**config.mk**
```make
export PLATFORM = sky130hd
export DESIGN_NAME = pc_sequencer_flat
export DESIGN_NICKNAME = d
export VERILOG_FILES = /design/src/rtl/pc_sequencer_if.sv /design/src/rtl/pc_sequencer.sv /design/src/flat_wrapper.sv
export SDC_FILE = /design/constraint.sdc
export NUM_CORES = 1
export LEC_CHECK = 0
export BUFFER_PORTS_ARGS = -buffer_cell sky130_fd_sc_hd__buf_2
export CORE_MARGIN = 1
export CORE_UTILIZATION = 46
export CTS_CLUSTER_DIAMETER = 30
export DETAILED_ROUTE_END_ITERATION = 10
export GPL_ROUTABILITY_DRIVEN = 0
export GPL_TIMING_DRIVEN = 0
export PLACE_DENSITY = 0.88
export REMOVE_ABC_BUFFERS = 1
export SLEW_MARGIN = 20
export SYNTH_ARGS = -nofsm -noshare
export SYNTH_HDL_FRONTEND = slang
export SYNTH_SLANG_ARGS = --single-unit
```
**constraint.sdc**
```tcl
create_clock -name clk -period 2 [get_ports clk]
set_input_delay 0.5 -clock clk [delete_from_list [all_inputs] [get_ports clk]]
set_output_delay 0.5 -clock clk [all_outputs]
set_load 0.005 [all_outputs]
```
**src/rtl/pc_sequencer_if.sv**
```systemverilog
// ---------------------------------------------------------------------------
// pc_sequencer_if
//
// Purpose: bundles the request/redirect inputs and the fetch/flush/mepc
// outputs of the program-counter sequencer into one interface.
//
// Parameter:
//   DATA_WIDTH  width of the PC and every address signal
//
// Signals (named from the sequencer's point of view):
//   i_fetch_ready    fetch unit accepts o_pc this cycle
//   i_stall          pipeline stall, blocks the sequential advance only
//   i_branch_taken   execute-stage redirect request
//   i_branch_target  redirect target
//   i_trap           exception/interrupt request
//   i_trap_vector    trap handler address (mtvec)
//   i_trap_epc       PC of the faulting instruction
//   i_mret           return-from-trap request
//   i_mepc           return address from the CSR file
//   i_halt           debug halt request
//   i_resume         debug resume request
//   o_pc             current PC presented to fetch
//   o_fetch_valid    o_pc is a valid fetch request
//   o_flush          squash in-flight fetch/decode
//   o_mepc_we        write strobe for mepc
//   o_mepc_data      value to write to mepc
//   o_halted         core is in the debug HALT state
//
// Modports:
//   master  the sequencer itself (consumes i_*, drives o_*)
//   slave   the surrounding pipeline/CSR/fetch logic
// ---------------------------------------------------------------------------
interface pc_sequencer_if #(
  parameter int unsigned DATA_WIDTH = 32
);
  logic                  i_fetch_ready;
  logic                  i_stall;
  logic                  i_branch_taken;
  logic [DATA_WIDTH-1:0] i_branch_target;
  logic                  i_trap;
  logic [DATA_WIDTH-1:0] i_trap_vector;
  logic [DATA_WIDTH-1:0] i_trap_epc;
  logic                  i_mret;
  logic [DATA_WIDTH-1:0] i_mepc;
  logic                  i_halt;
  logic                  i_resume;
  logic [DATA_WIDTH-1:0] o_pc;
  logic                  o_fetch_valid;
  logic                  o_flush;
  logic                  o_mepc_we;
  logic [DATA_WIDTH-1:0] o_mepc_data;
  logic                  o_halted;

  modport master (
    input  i_fetch_ready, i_stall, i_branch_taken, i_branch_target,
           i_trap, i_trap_vector, i_trap_epc, i_mret, i_mepc,
           i_halt, i_resume,
    output o_pc, o_fetch_valid, o_flush, o_mepc_we, o_mepc_data, o_halted
  );

  modport slave (
    output i_fetch_ready, i_stall, i_branch_taken, i_branch_target,
           i_trap, i_trap_vector, i_trap_epc, i_mret, i_mepc,
           i_halt, i_resume,
    input  o_pc, o_fetch_valid, o_flush, o_mepc_we, o_mepc_data, o_halted
  );
endinterface

```
**src/rtl/pc_sequencer.sv**
```systemverilog
// ---------------------------------------------------------------------------
// pc_sequencer
//
// Purpose: owns the program counter and chooses its next value every cycle
// from boot vector, sequential advance, branch redirect, trap entry, mret
// return and debug halt. Drives the fetch request and issues flush and
// mepc-write strobes to the pipeline and CSR file.
//
// Ports:
//   clk     system clock
//   arst_n  reset, synchronous, active-low (sampled on posedge clk only)
//   bus     pc_sequencer_if.master, see the interface file for signals
//
// Parameters:
//   DATA_WIDTH    width of the PC and address signals
//   RESET_VECTOR  PC loaded on reset
//   INSTR_BYTES   sequential PC increment
//
// Optional feature (compile-time macro MISALIGN_TRAP_EN):
//   defined    a taken branch whose target has bits[1:0] != 0 enters the
//              trap handler with mepc = branch target
//   undefined  the branch target is silently word-aligned
// ---------------------------------------------------------------------------
module pc_sequencer #(
  parameter int unsigned           DATA_WIDTH   = 32,
  parameter logic [DATA_WIDTH-1:0] RESET_VECTOR = DATA_WIDTH'(32'h3000_0000),
  parameter int unsigned           INSTR_BYTES  = 4
) (
  input  logic          clk,
  input  logic          arst_n,
  pc_sequencer_if.master bus
);

  typedef enum logic [1:0] {
    BOOT = 2'd0,
    RUN  = 2'd1,
    TRAP = 2'd2,
    HALT = 2'd3
  } state_e;

  localparam logic [DATA_WIDTH-1:0] ALIGN_MASK = ~DATA_WIDTH'(3);
  localparam logic [DATA_WIDTH-1:0] PC_STEP    = DATA_WIDTH'(INSTR_BYTES);

  state_e                state_q, state_d;
  logic [DATA_WIDTH-1:0] pc_q, pc_d;
  logic                  flush_q, flush_d;
  logic                  mepcWe_q, mepcWe_d;
  logic [DATA_WIDTH-1:0] mepcData_q, mepcData_d;
  logic                  halted_q, halted_d;
  logic                  fetchValid;

  // The fetch request follows the stall input in the same cycle so that a
  // stall withdraws the request immediately instead of one cycle late.
  assign fetchValid = (state_q == RUN) && !bus.i_stall;

  // Next-state selection. Only one source wins per cycle; lower-priority
  // requests arriving together with a winner are dropped. Strobes default
  // to zero so they are single-cycle pulses.
  always_comb begin
    state_d    = state_q;
    pc_d       = pc_q;
    flush_d    = 1'b0;
    mepcWe_d   = 1'b0;
    mepcData_d = mepcData_q;
    unique case (state_q)
      BOOT: state_d = RUN;
      RUN: begin
        if (bus.i_trap) begin
          pc_d       = bus.i_trap_vector & ALIGN_MASK;
          mepcWe_d   = 1'b1;
          mepcData_d = bus.i_trap_epc;
          flush_d    = 1'b1;
          state_d    = TRAP;
        end else if (bus.i_mret) begin
          pc_d    = bus.i_mepc & ALIGN_MASK;
          flush_d = 1'b1;
        end else if (bus.i_branch_taken) begin
          flush_d = 1'b1;
`ifdef MISALIGN_TRAP_EN
          if (bus.i_branch_target[1:0] != 2'b00) begin
            pc_d       = bus.i_trap_vector & ALIGN_MASK;
            mepcWe_d   = 1'b1;
            mepcData_d = bus.i_branch_target;
            state_d    = TRAP;
          end else begin
            pc_d = bus.i_branch_target;
          end
`else
          pc_d = bus.i_branch_target & ALIGN_MASK;
`endif
        end else if (bus.i_halt) begin
          state_d = HALT;
        end else if (fetchValid && bus.i_fetch_ready) begin
          pc_d = pc_q + PC_STEP;
        end
      end
      TRAP: state_d = RUN;
      HALT: begin
        if (bus.i_resume) begin
          state_d = RUN;
        end
      end
      default: state_d = BOOT;
    endcase
    halted_d = (state_d == HALT);
  end

  // State and registered outputs. Reset is synchronous and wins over every
  // request, including a strobe that would otherwise be issued this cycle.
  always_ff @(posedge clk) begin
    if (!arst_n) begin
      state_q    <= BOOT;
      pc_q       <= RESET_VECTOR;
      flush_q    <= 1'b0;
      mepcWe_q   <= 1'b0;
      mepcData_q <= '0;
      halted_q   <= 1'b0;
    end else begin
      state_q    <= state_d;
      pc_q       <= pc_d;
      flush_q    <= flush_d;
      mepcWe_q   <= mepcWe_d;
      mepcData_q <= mepcData_d;
      halted_q   <= halted_d;
    end
  end

  assign bus.o_pc          = pc_q;
  assign bus.o_fetch_valid = fetchValid;
  assign bus.o_flush       = flush_q;
  assign bus.o_mepc_we     = mepcWe_q;
  assign bus.o_mepc_data   = mepcData_q;
  assign bus.o_halted      = halted_q;

endmodule

```
**src/flat_wrapper.sv**
```systemverilog
// flat-port wrapper written by rule: the top's interface ports become plain ports
module pc_sequencer_flat 
#(
  parameter int unsigned           DATA_WIDTH   = 32,
  parameter logic [DATA_WIDTH-1:0] RESET_VECTOR = DATA_WIDTH'(32'h3000_0000),
  parameter int unsigned           INSTR_BYTES  = 4
)
  (clk, arst_n, bus_i_fetch_ready, bus_i_stall, bus_i_branch_taken, bus_i_branch_target, bus_i_trap, bus_i_trap_vector, bus_i_trap_epc, bus_i_mret, bus_i_mepc, bus_i_halt, bus_i_resume, bus_o_pc, bus_o_fetch_valid, bus_o_flush, bus_o_mepc_we, bus_o_mepc_data, bus_o_halted);
  pc_sequencer_if #(.DATA_WIDTH(DATA_WIDTH)) bus_i ();
  input  logic clk;
  input  logic arst_n;
  input wire logic [$bits(bus_i.i_fetch_ready)-1:0] bus_i_fetch_ready;
  input wire logic [$bits(bus_i.i_stall)-1:0] bus_i_stall;
  input wire logic [$bits(bus_i.i_branch_taken)-1:0] bus_i_branch_taken;
  input wire logic [$bits(bus_i.i_branch_target)-1:0] bus_i_branch_target;
  input wire logic [$bits(bus_i.i_trap)-1:0] bus_i_trap;
  input wire logic [$bits(bus_i.i_trap_vector)-1:0] bus_i_trap_vector;
  input wire logic [$bits(bus_i.i_trap_epc)-1:0] bus_i_trap_epc;
  input wire logic [$bits(bus_i.i_mret)-1:0] bus_i_mret;
  input wire logic [$bits(bus_i.i_mepc)-1:0] bus_i_mepc;
  input wire logic [$bits(bus_i.i_halt)-1:0] bus_i_halt;
  input wire logic [$bits(bus_i.i_resume)-1:0] bus_i_resume;
  output wire logic [$bits(bus_i.o_pc)-1:0] bus_o_pc;
  output wire logic [$bits(bus_i.o_fetch_valid)-1:0] bus_o_fetch_valid;
  output wire logic [$bits(bus_i.o_flush)-1:0] bus_o_flush;
  output wire logic [$bits(bus_i.o_mepc_we)-1:0] bus_o_mepc_we;
  output wire logic [$bits(bus_i.o_mepc_data)-1:0] bus_o_mepc_data;
  output wire logic [$bits(bus_i.o_halted)-1:0] bus_o_halted;
  assign bus_i.i_fetch_ready = bus_i_fetch_ready;
  assign bus_i.i_stall = bus_i_stall;
  assign bus_i.i_branch_taken = bus_i_branch_taken;
  assign bus_i.i_branch_target = bus_i_branch_target;
  assign bus_i.i_trap = bus_i_trap;
  assign bus_i.i_trap_vector = bus_i_trap_vector;
  assign bus_i.i_trap_epc = bus_i_trap_epc;
  assign bus_i.i_mret = bus_i_mret;
  assign bus_i.i_mepc = bus_i_mepc;
  assign bus_i.i_halt = bus_i_halt;
  assign bus_i.i_resume = bus_i_resume;
  assign bus_o_pc = bus_i.o_pc;
  assign bus_o_fetch_valid = bus_i.o_fetch_valid;
  assign bus_o_flush = bus_i.o_flush;
  assign bus_o_mepc_we = bus_i.o_mepc_we;
  assign bus_o_mepc_data = bus_i.o_mepc_data;
  assign bus_o_halted = bus_i.o_halted;
  pc_sequencer #(.DATA_WIDTH(DATA_WIDTH), .RESET_VECTOR(RESET_VECTOR), .INSTR_BYTES(INSTR_BYTES)) u_core (.clk(clk), .arst_n(arst_n), .bus(bus_i));
endmodule
```
### After elaboration in Yosys (flattened, before gate mapping)

Cells that the tools add are included.

* flip-flop bits (word level): 69
* word-level logic and storage cells: 36
* input port bits: 137
* output and inout bits: 68

* reduce and logical (&&, ||, !) cells: 9
* multiplexer cells: 15
* equal/unequal tests: 5
* $add $sub $neg: 1

Operators with widths (number)
* 2-to-1 mux 32 bit: 5
* adder 32 x 3 -> 32 bit, second input constant: 1
* 2-to-1 mux 2 bit: 5
* equality test 2 bit, second input constant: 3
* case mux 2 bit (3 select lines): 1
* 2-to-1 mux 1 bit: 4
* inequality test 4 bit, second input constant: 1
* AND reduction 2 bit: 2
* nonzero test 4 bit: 1
* AND reduction 3 bit: 1
* equality test 2 x 1 -> 1 bit, second input constant: 1
* logical AND 1 bit: 2
* logical NOT 2 bit: 1
* OR reduction 2 bit: 1
* logical NOT 1 bit: 1

### Logic depth before layout (Yosys ltp)

* depth in word-level cells: 8
* mapped depth: 8
* mapped depth without buffers: 6

### Least setup slack after synthesis

No wires, ideal clock.

* kind: input to register
* start point: input bus_i_branch_taken
* end point: register u_core.pc_q[28], in the netlist u_core.bus.o_pc[28]
* data arrival time: 1856 ps
* path slack: 86 ps
* library setup time: 58 ps
* buffers on the path: 2
* stages on the path: 6
* required time: 1942 ps
* cells stage by stage: clkbuf_1 > or2_2 > clkbuf_1 > or4_1 > o21ai_1 > a211o_1

* word-level cells in the longest chain between the ends: 3
* elaborated cells between the ends (all ways): 6
* those cells by class: eq/ne: 1; mux: 3; reduce/logical: 2

Ends and longest elaborated chain
* start: declaration: RTL line flat_wrapper.sv:14 `input wire logic [$bits(bus_i.i_branch_taken)-1:0] bus_i_branch_taken;`
* 2-to-1 mux 32 bit: RTL line pc_sequencer.sv:77 `end else if (bus.i_branch_taken) begin`
* 2-to-1 mux 32 bit: RTL line pc_sequencer.sv:74 `end else if (bus.i_mret) begin`
* 2-to-1 mux 32 bit: RTL line pc_sequencer.sv:68 `if (bus.i_trap) begin`
* end signal: assignment: RTL line pc_sequencer.sv:120 `pc_q <= pc_d;`
* end: declaration: RTL line pc_sequencer.sv:45 `logic [DATA_WIDTH-1:0] pc_q, pc_d;`

Parallel ways exist; a longest one is shown, timed or not.
A chain may end at the register's enable or synchronous reset.

### Worst setup path after layout

* start point: input bus_i_branch_taken
* end point: register u_core.pc_q[31], in the netlist u_core.bus.o_pc[31]

The elaborated chain is that of the path after synthesis.

==> results.txt <==
# DRC -> 0
Mapped Avg Cell Area -> 7.60 um^2
Pins Over Slew Limit -> 0
Final setup viols -> 0
Async SR Flop Fraction -> 0%
Starting Density -> 47.5%
Clk sinks -> 67
Tot GR Track Use -> 30.5%
Setup TNS -> 0 ns
IO Port Bufs -> 196
Vias in the first global route -> 4311
Top_reg_cell synth -> dfxtp_1
Yosys top cell by area -> dfxtp_1
Cell count of the worst reg-to-reg path -> 5
Synth cell types -> 64
Share of the synthesized area in the top cell type -> 34.3%
Die ar. -> 0.00886 mm^2
P&R area growth vs syn -> 36.6%
Largest net degree at the start of global routing -> 44
Layout fillers -> 737
Reg2reg end -> u_core.bus.o_pc[16]
R2R Setup Slk -> 0.07 ns
Hold Fails Final Rpt -> 0
DIE WIDTH -> 94.1 um
Vias/cell -> 5.92
Clk_skew -> 0.0122 ns
Worst VDD drop -> 0.000627 V
CTS max path bufs -> 2
Hold path start -> bus_i_trap_epc[10]
Startpoint Class -> input port
CP Data Arrival Time -> 2.18 ns
Final core utilization -> 64.9%
CTS tree -> done
FP Rows -> 33
Die H -> 94.1 um
Gr ovfl total -> 0
Slew @ Worst Pin -> 0.837 ns
WHS -> 0.402 ns
Fmax -> 0.509 GHz
Maximum fanout along the worst path -> 21
Vias -> 4745
Nets -> 830
Worst Path Required -> 2.22 ns
Root Driver -> clkbuf_8
Max Cap Viol -> 0
DP Wirelength -> 9190 um
DR WL/cell -> 17.4 um
Post-route minimum period -> 1.97 ns
Critical path class -> in2reg
Fin crit share -> 98.3%
Hold endpoint -> u_core.bus.o_mepc_data[10]
Synthesized flop and latch total -> 67
First-pass GRT wire length -> 20900 um
Core Region -> 0.00822 mm^2
EDFF count, synth -> 0
Syn Inst Count -> 514
Iteration-0 DRC Markers -> 264
Initial antenna violation count -> 0
Crit end category -> register
Final ANT Viol Nets -> 0
Ranking of synthesized cells by area -> dfxtp_1, nand2_1, a21oi_1
CTS H-tree lvls -> 3
Router iterations before antenna repair -> 5
Area of the multi-input gates -> 0.00252 mm^2
Crit Reg-Reg Startpoint -> u_core.bus.o_pc[3]
Slew headroom -> 44.2%
Mapped cell area -> 0.00390 mm^2
RSZ-0062 raised after global routing -> no
Num CTS Buffers -> 9
I/O pins -> 205
Drt total wl -> 13900 um
Reg clk slew, reported paths -> 0.08 ns
PD cells -> 685 mW/mm^2
Leakage -> 2.34 nW
Later-pin clock latency in the skew report -> 0.33 ns
Hold depth -> 3
Worst hold path class -> in2reg
Total Power -> 3.66 mW
Crit path from -> bus_i_branch_taken
Register area share after synthesis -> 34.3%
Layout cells sized above 1 -> 38.5%
Status -> finished clean
Ant. Diodes -> 0
Register area -> 0.00136 mm^2
Synth Warn # -> 0
-- metrics by stage --
stage,worst slack [ns],cells,instance area [um^2]
2_1_floorplan,-0.214,473,3730
3_3_place_gp,-1.75,774,4840
3_5_place_dp,-0.831,775,4880
4_1_cts,0.0103,796,5250
5_1_grt,0.000983,801,5330
6_report,0.0344,801,5330
-- critical path: stages --
cell	delay [ns]
buf_2	0.43
nor3_4	0.17
a21oi_2	0.71
nand4_1	0.17
nor3b_1	0.19
-- flip-flops by register name (all words and copies together), names as in the netlist --
signal	flops
u_core.state_q	2
u_core.bus.o_halted	1
u_core.bus.o_mepc_we	1
u_core.bus.o_pc	30
u_core.bus.o_mepc_data	32
u_core.bus.o_flush	1
-- kinds of logic (layout without fill, tap and decap cells) --
| kind of cell | after synthesis | in the layout | share of synthesized area [%] |
|---|---|---|---|
| other cells | 1 | 2 | 0.0960 |
| mux | 13 | 13 | 3.40 |
| xor+xnor | 7 | 7 | 1.57 |
| flops | 67 | 67 | 34.3 |
| simple gates | 228 | 229 | 30.1 |
| fa+ha+maj | 1 | 1 | 0.320 |
| compound gates | 150 | 152 | 25.2 |
| buf+inv | 47 | 225 | 5.06 |
-- synth_stat cells, types with 2 or more instances --
| cell type | instances |
|---|---|
| buf_1 | 5 |
| nor3_1 | 17 |
| nand4_1 | 5 |
| nand2_1 | 96 |
| o31a_1 | 2 |
| o211ai_1 | 4 |
| a21oi_1 | 52 |
| o22ai_1 | 8 |
| and3_1 | 6 |
| nor4_4 | 2 |
| nand2b_1 | 7 |
| mux2_2 | 2 |
| nor2b_1 | 4 |
| inv_1 | 5 |
| a221oi_1 | 13 |
| nand3_2 | 2 |
| nor4_1 | 5 |
| a211oi_1 | 4 |
| nand3_1 | 23 |
| o21ai_1 | 5 |
| o221ai_1 | 6 |
| buf_2 | 5 |
| a211o_1 | 3 |
| nor3_2 | 2 |
| a311oi_1 | 2 |
| a31oi_1 | 5 |
| o31ai_1 | 2 |
| and4_1 | 3 |
| or3_1 | 7 |
| a22oi_1 | 2 |
| dfxtp_1 | 67 |
| o21a_1 | 2 |
| nor3b_1 | 5 |
| a221o_1 | 5 |
| o21ai_0 | 24 |
| mux2i_1 | 11 |
| xnor2_1 | 2 |
| xor2_1 | 5 |
| or4_1 | 3 |
| clkbuf_1 | 29 |
| nand3b_1 | 2 |
| nand4_2 | 2 |
| nor2_1 | 31 |
| buf_4 | 2 |
-- cell usage in the layout, fill, tap and decap left out, types with 5 or more instances in the layout --
| cell type | count |
|---|---|
| o22ai_1 | 8 |
| dfxtp_2 | 12 |
| o21ai_0 | 24 |
| nand2_1 | 95 |
| a31oi_1 | 5 |
| nor2_1 | 29 |
| a221oi_1 | 13 |
| dfxtp_1 | 55 |
| nor4_1 | 5 |
| xor2_1 | 5 |
| a21oi_1 | 52 |
| mux2i_1 | 11 |
| clkbuf_8 | 9 |
| or3_1 | 5 |
| nor3b_1 | 5 |
| buf_4 | 9 |
| o221ai_1 | 6 |
| buf_2 | 194 |
| and3_1 | 6 |
| o21ai_1 | 5 |
| nor3_1 | 15 |
| nand2b_1 | 6 |
| nand3_1 | 23 |
| nand4_1 | 5 |
| a221o_1 | 5 |
-- layer usage --
layer,global-route usage [%],vias up,routed length [um]
li1,-,2251,-
met1,36.3,2195,5500
met3,8.17,23,1520
met5,0,-,0
met4,13.8,0,248
met2,50.9,276,6660
-- repair_timing --
item                                    4_1_cts  5_1_grt
gates resized for setup                      22       13
endpoints found under the setup margin       65       15
buffers inserted                              3        4
pin swaps                                     3        1
hold buffers                                  0        0
gates cloned                                  3        1
-- how the worst max path moves through the flow --
stage                                            end  slack (ns)  cells past startpoint
after floorplan                  u_core.bus.o_pc[28]       -0.21                      5
after global placement    u_core.bus.o_mepc_data[21]       -1.75                      5
after detailed placement  u_core.bus.o_mepc_data[19]       -0.83                      5
after CTS                        u_core.bus.o_pc[28]        0.01                      6
after global routing             u_core.bus.o_pc[16]       0.001                      5
final                            u_core.bus.o_pc[31]        0.03                      5
-- layout make-up --
cell class              count  area share (%)
multi-input cells         404            47.2
flip-flops and latches     67            25.4
repair buffers            204            19.8
well taps                 105            2.46
clock buffers               9            2.32
clock inverters             6            2.16
inverters                   5           0.422
repair inverters            1           0.141
-- report_power, final --
group          switching (mW)  leakage [nW]  total (mW)  internal (mW)
registers               0.113         0.554        1.54           1.43
clock network           0.552         0.115        1.38          0.826
logic                   0.406          1.67       0.736          0.330
total                    1.07          2.34        3.66           2.58
No activity file was read; power rests on OpenSTA's default activity.
